`config.mk`:
```
export PLATFORM = sky130hd
export DESIGN_NAME = i2c_slave_regs
export DESIGN_NICKNAME = d
export VERILOG_FILES = /design/src/rtl/i2c_slave_regs.sv
export SDC_FILE = /design/constraint.sdc
export NUM_CORES = 1
export LEC_CHECK = 0
export ABC_AREA = 1
export ABC_CLOCK_PERIOD_IN_PS = 3850
export BUFFER_PORTS_ARGS = -buffer_cell sky130_fd_sc_hd__buf_4
export CAP_MARGIN = 20
export CORE_MARGIN = 2
export CORE_UTILIZATION = 30
export DETAILED_ROUTE_END_ITERATION = 16
export GPL_TIMING_DRIVEN = 0
export PLACE_DENSITY = 0.55
export SYNTH_ARGS = -nofsm -noshare
export SYNTH_HDL_FRONTEND = slang
export SYNTH_SLANG_ARGS = --single-unit
```
`constraint.sdc`:
```
create_clock -name clk -period 3.85 [get_ports clk]
set_input_delay 0.385 -clock clk [delete_from_list [all_inputs] [get_ports clk]]
set_output_delay 0.385 -clock clk [all_outputs]
set_load 0.02 [all_outputs]
```
`src/rtl/i2c_slave_regs.sv`:
```
// I2C slave exposing a 2^NREG_W x 8-bit register file. It reports every bus
// write on a strobe port and gives the fabric a combinational read port.
module i2c_slave_regs #(
    parameter logic [6:0] SLV_ADR = 7'h2A,
    parameter int         NREG_W  = 4
) (
    input  logic              clk,
    input  logic              rst,
    input  logic              SCL,
    input  logic              SDA_in,
    output logic              SDA_SLAVE,
    output logic              busy,
    output logic              ce_wr,
    output logic [NREG_W-1:0] adr_wr,
    output logic [7:0]        dat_wr,
    input  logic [NREG_W-1:0] rd_adr,
    output logic [7:0]        rd_dat
);
    localparam int NREG = 1 << NREG_W;

    typedef enum logic [2:0] {IDLE, ADR, REG, WDAT, RDAT, WAIT_P} state_t;

    logic [2:0]        r_sclSync, r_sdaSync;
    logic              r_sclRise, r_sclFall, r_start, r_stop, r_sdaBit;
    logic              w_sclRise, w_sclFall, w_start, w_stop;

    state_t            r_state, w_stateNext;
    logic [3:0]        r_cbBit, w_cbBitNext;
    logic              r_skip, w_skipNext;
    logic [7:0]        r_shift, w_shiftNext;
    logic [NREG_W-1:0] r_ptr, w_ptrNext, w_ptrInc;
    logic              r_rw, w_rwNext;
    logic              r_busy, w_busyNext;
    logic              r_sda, w_sdaNext;
    logic              r_ceWr, w_ceWrNext;
    logic [NREG_W-1:0] r_adrWr, w_adrWrNext;
    logic [7:0]        r_datWr, w_datWrNext;
    logic [7:0]        r_regs [NREG];
    logic [7:0]        w_rdCur, w_rdNext;

    // Bus events are registered once more so every output moves 4 clk after a pin edge.
    always_ff @(posedge clk) begin
        if (rst) begin
            r_sclSync <= '1;
            r_sdaSync <= '1;
            r_sclRise <= 1'b0;
            r_sclFall <= 1'b0;
            r_start   <= 1'b0;
            r_stop    <= 1'b0;
            r_sdaBit  <= 1'b1;
        end else begin
            r_sclSync <= {r_sclSync[1:0], SCL};
            r_sdaSync <= {r_sdaSync[1:0], SDA_in};
            r_sclRise <= w_sclRise;
            r_sclFall <= w_sclFall;
            r_start   <= w_start;
            r_stop    <= w_stop;
            r_sdaBit  <= r_sdaSync[1];
        end
    end

    assign w_sclRise = r_sclSync[1] & ~r_sclSync[2];
    assign w_sclFall = ~r_sclSync[1] & r_sclSync[2];
    assign w_start   = r_sclSync[1] & r_sclSync[2] & r_sdaSync[2] & ~r_sdaSync[1];
    assign w_stop    = r_sclSync[1] & r_sclSync[2] & ~r_sdaSync[2] & r_sdaSync[1];

    assign w_ptrInc = r_ptr + NREG_W'(1);
    assign w_rdCur  = r_regs[r_ptr];
    assign w_rdNext = r_regs[w_ptrInc];

    always_ff @(posedge clk) begin
        if (rst) begin
            r_state <= IDLE;
            r_cbBit <= '0;
            r_skip  <= 1'b0;
            r_shift <= '0;
            r_ptr   <= '0;
            r_rw    <= 1'b0;
            r_busy  <= 1'b0;
            r_sda   <= 1'b1;
            r_ceWr  <= 1'b0;
            r_adrWr <= '0;
            r_datWr <= '0;
        end else begin
            r_state <= w_stateNext;
            r_cbBit <= w_cbBitNext;
            r_skip  <= w_skipNext;
            r_shift <= w_shiftNext;
            r_ptr   <= w_ptrNext;
            r_rw    <= w_rwNext;
            r_busy  <= w_busyNext;
            r_sda   <= w_sdaNext;
            r_ceWr  <= w_ceWrNext;
            r_adrWr <= w_adrWrNext;
            r_datWr <= w_datWrNext;
        end
    end

    // cb_bit counts SCL falls; the fall that merely follows a START is skipped.
    always_comb begin
        w_stateNext = r_state;
        w_cbBitNext = r_cbBit;
        w_skipNext  = r_skip;
        w_shiftNext = r_shift;
        w_ptrNext   = r_ptr;
        w_rwNext    = r_rw;
        w_busyNext  = r_busy;
        w_sdaNext   = r_sda;
        w_ceWrNext  = 1'b0;
        w_adrWrNext = r_adrWr;
        w_datWrNext = r_datWr;
        if (r_stop) begin
            w_stateNext = IDLE;
            w_busyNext  = 1'b0;
            w_sdaNext   = 1'b1;
        end else if (r_start) begin
            w_stateNext = ADR;
            w_cbBitNext = '0;
            w_skipNext  = 1'b1;
            w_sdaNext   = 1'b1;
        end else if (r_sclRise) begin
            if ((r_state == ADR || r_state == REG || r_state == WDAT) && r_cbBit < 4'd8) begin
                w_shiftNext = {r_shift[6:0], r_sdaBit};
            end else if (r_state == RDAT && r_cbBit == 4'd8 && r_sdaBit) begin
                w_stateNext = WAIT_P;
                w_busyNext  = 1'b0;
            end
        end else if (r_sclFall) begin
            if (r_skip) begin
                w_skipNext = 1'b0;
            end else begin
                case (r_state)
                    ADR: begin
                        if (r_cbBit == 4'd7) begin
                            if (r_shift[7:1] == SLV_ADR) begin
                                w_sdaNext   = 1'b0;
                                w_rwNext    = r_shift[0];
                                w_busyNext  = 1'b1;
                                w_cbBitNext = 4'd8;
                            end else begin
                                w_stateNext = WAIT_P;
                            end
                        end else if (r_cbBit == 4'd8) begin
                            w_sdaNext   = 1'b1;
                            w_stateNext = REG;
                            w_cbBitNext = '0;
                        end else begin
                            w_cbBitNext = r_cbBit + 4'd1;
                        end
                    end
                    REG: begin
                        if (r_cbBit == 4'd7) begin
                            w_ptrNext   = r_shift[NREG_W-1:0];
                            w_sdaNext   = 1'b0;
                            w_cbBitNext = 4'd8;
                        end else if (r_cbBit == 4'd8) begin
                            w_cbBitNext = '0;
                            if (r_rw) begin
                                w_stateNext = RDAT;
                                w_shiftNext = w_rdCur;
                                w_sdaNext   = w_rdCur[7];
                            end else begin
                                w_stateNext = WDAT;
                                w_sdaNext   = 1'b1;
                            end
                        end else begin
                            w_cbBitNext = r_cbBit + 4'd1;
                        end
                    end
                    WDAT: begin
                        if (r_cbBit == 4'd7) begin
                            w_ceWrNext  = 1'b1;
                            w_adrWrNext = r_ptr;
                            w_datWrNext = r_shift;
                            w_sdaNext   = 1'b0;
                            w_ptrNext   = w_ptrInc;
                            w_cbBitNext = 4'd8;
                        end else if (r_cbBit == 4'd8) begin
                            w_sdaNext   = 1'b1;
                            w_cbBitNext = '0;
                        end else begin
                            w_cbBitNext = r_cbBit + 4'd1;
                        end
                    end
                    RDAT: begin
                        if (r_cbBit < 4'd7) begin
                            w_shiftNext = {r_shift[6:0], 1'b0};
                            w_sdaNext   = r_shift[6];
                            w_cbBitNext = r_cbBit + 4'd1;
                        end else if (r_cbBit == 4'd7) begin
                            w_sdaNext   = 1'b1;
                            w_cbBitNext = 4'd8;
                        end else begin
                            w_ptrNext   = w_ptrInc;
                            w_shiftNext = w_rdNext;
                            w_sdaNext   = w_rdNext[7];
                            w_cbBitNext = '0;
                        end
                    end
                    default: ;
                endcase
            end
        end
    end

    // The register commits at the end of the ce_wr cycle, so a same-clk fabric read sees the old byte.
    always_ff @(posedge clk) begin
        if (rst) begin
            for (int i = 0; i < NREG; i++) r_regs[i] <= '0;
        end else if (r_ceWr) begin
            r_regs[r_adrWr] <= r_datWr;
        end
    end

    assign rd_dat    = r_regs[rd_adr];
    assign SDA_SLAVE = r_sda;
    assign busy      = r_busy;
    assign ce_wr     = r_ceWr;
    assign adr_wr    = r_adrWr;
    assign dat_wr    = r_datWr;
endmodule
```
==> impl_metrics.json <==
{
  "run_status": "finished clean",
  "fmaxAchievable_mhz": 340.5,
  "critical-path-top-cell-by-count": "clkbuf_1",
  "syn_avg_cell_area_um2": 7.619,
  "cts_hold_buf": 0,
  "post_synth_instance_area_mm2": 0.01070,
  "cpLargestDelayFamily": "buffers and inverters",
  "die_area_mm2": 0.03719,
  "critPathRequiredTime_ps": 3460,
  "rsz0062_at_grt": "no",
  "layout.cells.most_common": "nand2_1",
  "clk_pin_slew_worst_paths_ps": 70,
  "max_slew.worst_pin.slew_ps": 1086,
  "path_buf_inv": 3,
  "setup_viol": 0,
  "switching_share_of_power_pct": 26.09,
  "power.combinational.fraction_pct": 9.1,
  "period_needed_ps": 2937,
  "cts_max_path_buffers": 2,
  "maxSlewHeadroom_pct": 27.04,
  "internal_power_w": 0.003185,
  "min_period_over_period_pct": 76.28,
  "p_leak_nw": 4.419,
  "detailedPlacementHpwl_um": 35170,
  "root_buffer": "clkbuf_16",
  "grt_max_degree": 17,
  "critPathSlowestCell": "clkbuf_1",
  "initial_utilization_pct": 30.30,
  "postRouteAntennaNets": 0,
  "timing.max_cap.violations": 0,
  "synthCells": 1404,
  "timing_hold_violations_final": 0,
  "postSynth.topFlopCell": "edfxtp_1",
  "die-width_um": 192.8,
  "synth-seq-area-share_pct": 45.29,
  "critPathMaxFanout": 10,
  "synth_fp_nets": 1415,
  "detail_route.wirelength_um": 47470,
  "share_clk_of_total_power_pct": 40.5,
  "rr_worst_depth": 4,
  "globalRouteOverflowTotal": 0,
  "worstSetupEndpointType": "output port",
  "worst-setup-path-type": "primary input to output port",
  "post-route-worst-setup-slack_ps": 913.1,
  "clock-sinks": 178,
  "globalplace.congestion": 1.010,
  "tritoncts_buffers": 17,
  "worstSkewPairLatency_ps": 450,
  "synth-edff-count": 128,
  "route.vias.total": 10720,
  "timing.hold.ws_ps": 114.3,
  "number_of_ports_placed_on_the_die_boundary": 31,
  "yosys.area.top_type": "edfxtp_1",
  "reg2reg_slack_ps": 1230,
  "drc": 0,
  "min_path_type": "primary input to flop",
  "drive_gt1_share_pct": 10.40,
  "placement_rows": 69,
  "detailedPlace.worstSlack_ps": 883.2,
  "route.detailed.vias_per_inst": 5.575,
  "post_cts.resized_instances": 0,
  "die_h_um": 192.8,
  "mostFrequentLayoutCells": "292 x nand2_1, 166 x nor2_1, 135 x nand3_1",
  "fp.coreArea_mm2": 0.03531,
  "routed_len_inst_um": 24.68,
  "synthTopCellsByArea": "edfxtp_1 36%, nand2_1 10%, dfxtp_1 9.4%",
  "cts_post_setup_buffers_inserted": 0,
  "power_density_mw_per_mm2": 357.6,
  "drt-pass1-iter-count": 6,
  "grt_usage_pct": 25.60,
  "worst_path_depth": 7,
  "arrival_ps": 2550,
  "synth.ff_latch_count": 178,
  "nature_of_the_critical_path_startpoint": "primary input",
  "port_buffers": 26,
  "tritoncts": "done",
  "yosys_warnings": 0,
  "antenna_found_initial": 0,
  "finish.utilization_pct": 34.13,
  "antenna_cells_inserted": 0,
  "drt_first_iter_violations": 1641,
  "synthToLayoutAreaGrowth_pct": 12.66,
  "critical_path.max_stage_delay_ps": 610,
  "synth_top_area_share_pct": 35.93,
  "power.share.sequential_pct": 50.4,
  "whs_path_depth": 2,
  "sw_power_w": 0.001124,
  "fin_tns_setup_ps": 0,
  "grt_pass1_wl_um": 67090,
  "vdd_ir_drop_max_v": 0.0003074,
  "timing_max_transition_violations_final": 0,
  "finalClockSkew_ps": 12.89,
  "list_of_cells_traversed_by_the_critical_path": "clkbuf_1 > clkbuf_1 > a21oi_1 > o21ai_0 > o221ai_1 > nand2_1 > buf_4",
  "ys_types": 47,
  "vias_in_the_first_global_route": 9688,
  "fin_total_pwr_w": 0.004309,
  "finish.net_count": 1460,
  "cts_max_level": 4,
  "postSynth.asyncResetShare_pct": 0
}
per-stage QoR:
step	area, um2	std cells
floorplan	10700	1404
global placement	11470	1891
detailed placement	11470	1891
CTS	12050	1923
global route	12050	1923
finish	12050	1923
worst register-to-register path: stages (launching register included):
cell     delay (ps)
dfxtp_1         370
nand2_1         130
nor3_1          850
nand2_1         480
nand2_1         450
logic make-up after synthesis:
group                    share of synthesized area (%)
flip-flops                                       45.29
XOR/XNOR                                        0.5147
AO/OA/AOI/OAI                                    18.80
AND/OR/NAND/NOR                                  25.82
buffers and inverters                            9.228
adder cells (fa/ha/maj)                         0.3509
per-layer routing:
layer	share of wire (%)	up-vias	track usage [%]
met5	0	-	0
met4	4.5	0	11.19
met3	11	147	6.656
met2	44	638	39.84
met1	41	5062	33.40
li1	-	4874	-
final timing paths:
| check | startpoint | end |
|---|---|---|
| setup / recovery | rd_adr[0] | rd_dat[2] |
| hold / removal | SCL | r_sclSync[0] |
| setup reg to reg | ce_wr | r_regs[2][6] |
| hold reg to reg | r_sdaSync[0] | r_sdaSync[1] |
final cells by class:
| class | instances | area (um2) |
|---|---|---|
| repair buffers | 26 | 195.2 |
| clock inverters | 14 | 152.6 |
| well taps | 461 | 576.8 |
| flip-flops and latches | 178 | 4845 |
| multi-input cells | 990 | 4866 |
| fillers | 3787 | 23260 |
| plain buffers | 91 | 436.7 |
| inverters | 145 | 550.5 |
| clock buffers | 18 | 429.2 |
synthesized netlist by cell type (3+ instances only):
cell type / count
nand2_1: 292
edfxtp_1: 128
nor2_2: 3
ha_1: 3
inv_1: 129
nor2_1: 166
buf_4: 3
o21ai_0: 114
nor4_1: 3
clkbuf_1: 44
buf_2: 36
o21ai_1: 25
nor3_1: 8
buf_6: 3
inv_2: 11
o22ai_1: 3
o211ai_1: 65
nand3_1: 135
or2_2: 4
buf_1: 4
o221ai_1: 13
nand2_2: 3
a21oi_1: 108
dfxtp_1: 50
a21oi_2: 6
nand3_2: 16
sequential cells by signal, indices dropped and copies added, names as in the netlist, named ones only:
signal	flops
ce_wr	1
r_cbBit	4
r_regs	128
r_start	1
busy	1
r_ptr	4
dat_wr	8
r_sdaSync	3
r_sclRise	1
r_state	3
r_rw	1
r_skip	1
adr_wr	4
r_stop	1
SDA_SLAVE	1
r_sclFall	1
r_shift	8
r_sclSync	3
power groups by stage:
stage	clock [W]	combinational [W]	sequential [W]
2_1_floorplan	0	0.000225	0.00219
3_3_place_gp	0	0.000370	0.00221
3_5_place_dp	0	0.000371	0.00221
4_1_cts	0.00177	0.000373	0.00217
5_1_grt	0.00183	0.000411	0.00218
6_report	0.00175	0.000390	0.00217
No activity file was read; power rests on OpenSTA's default activity.
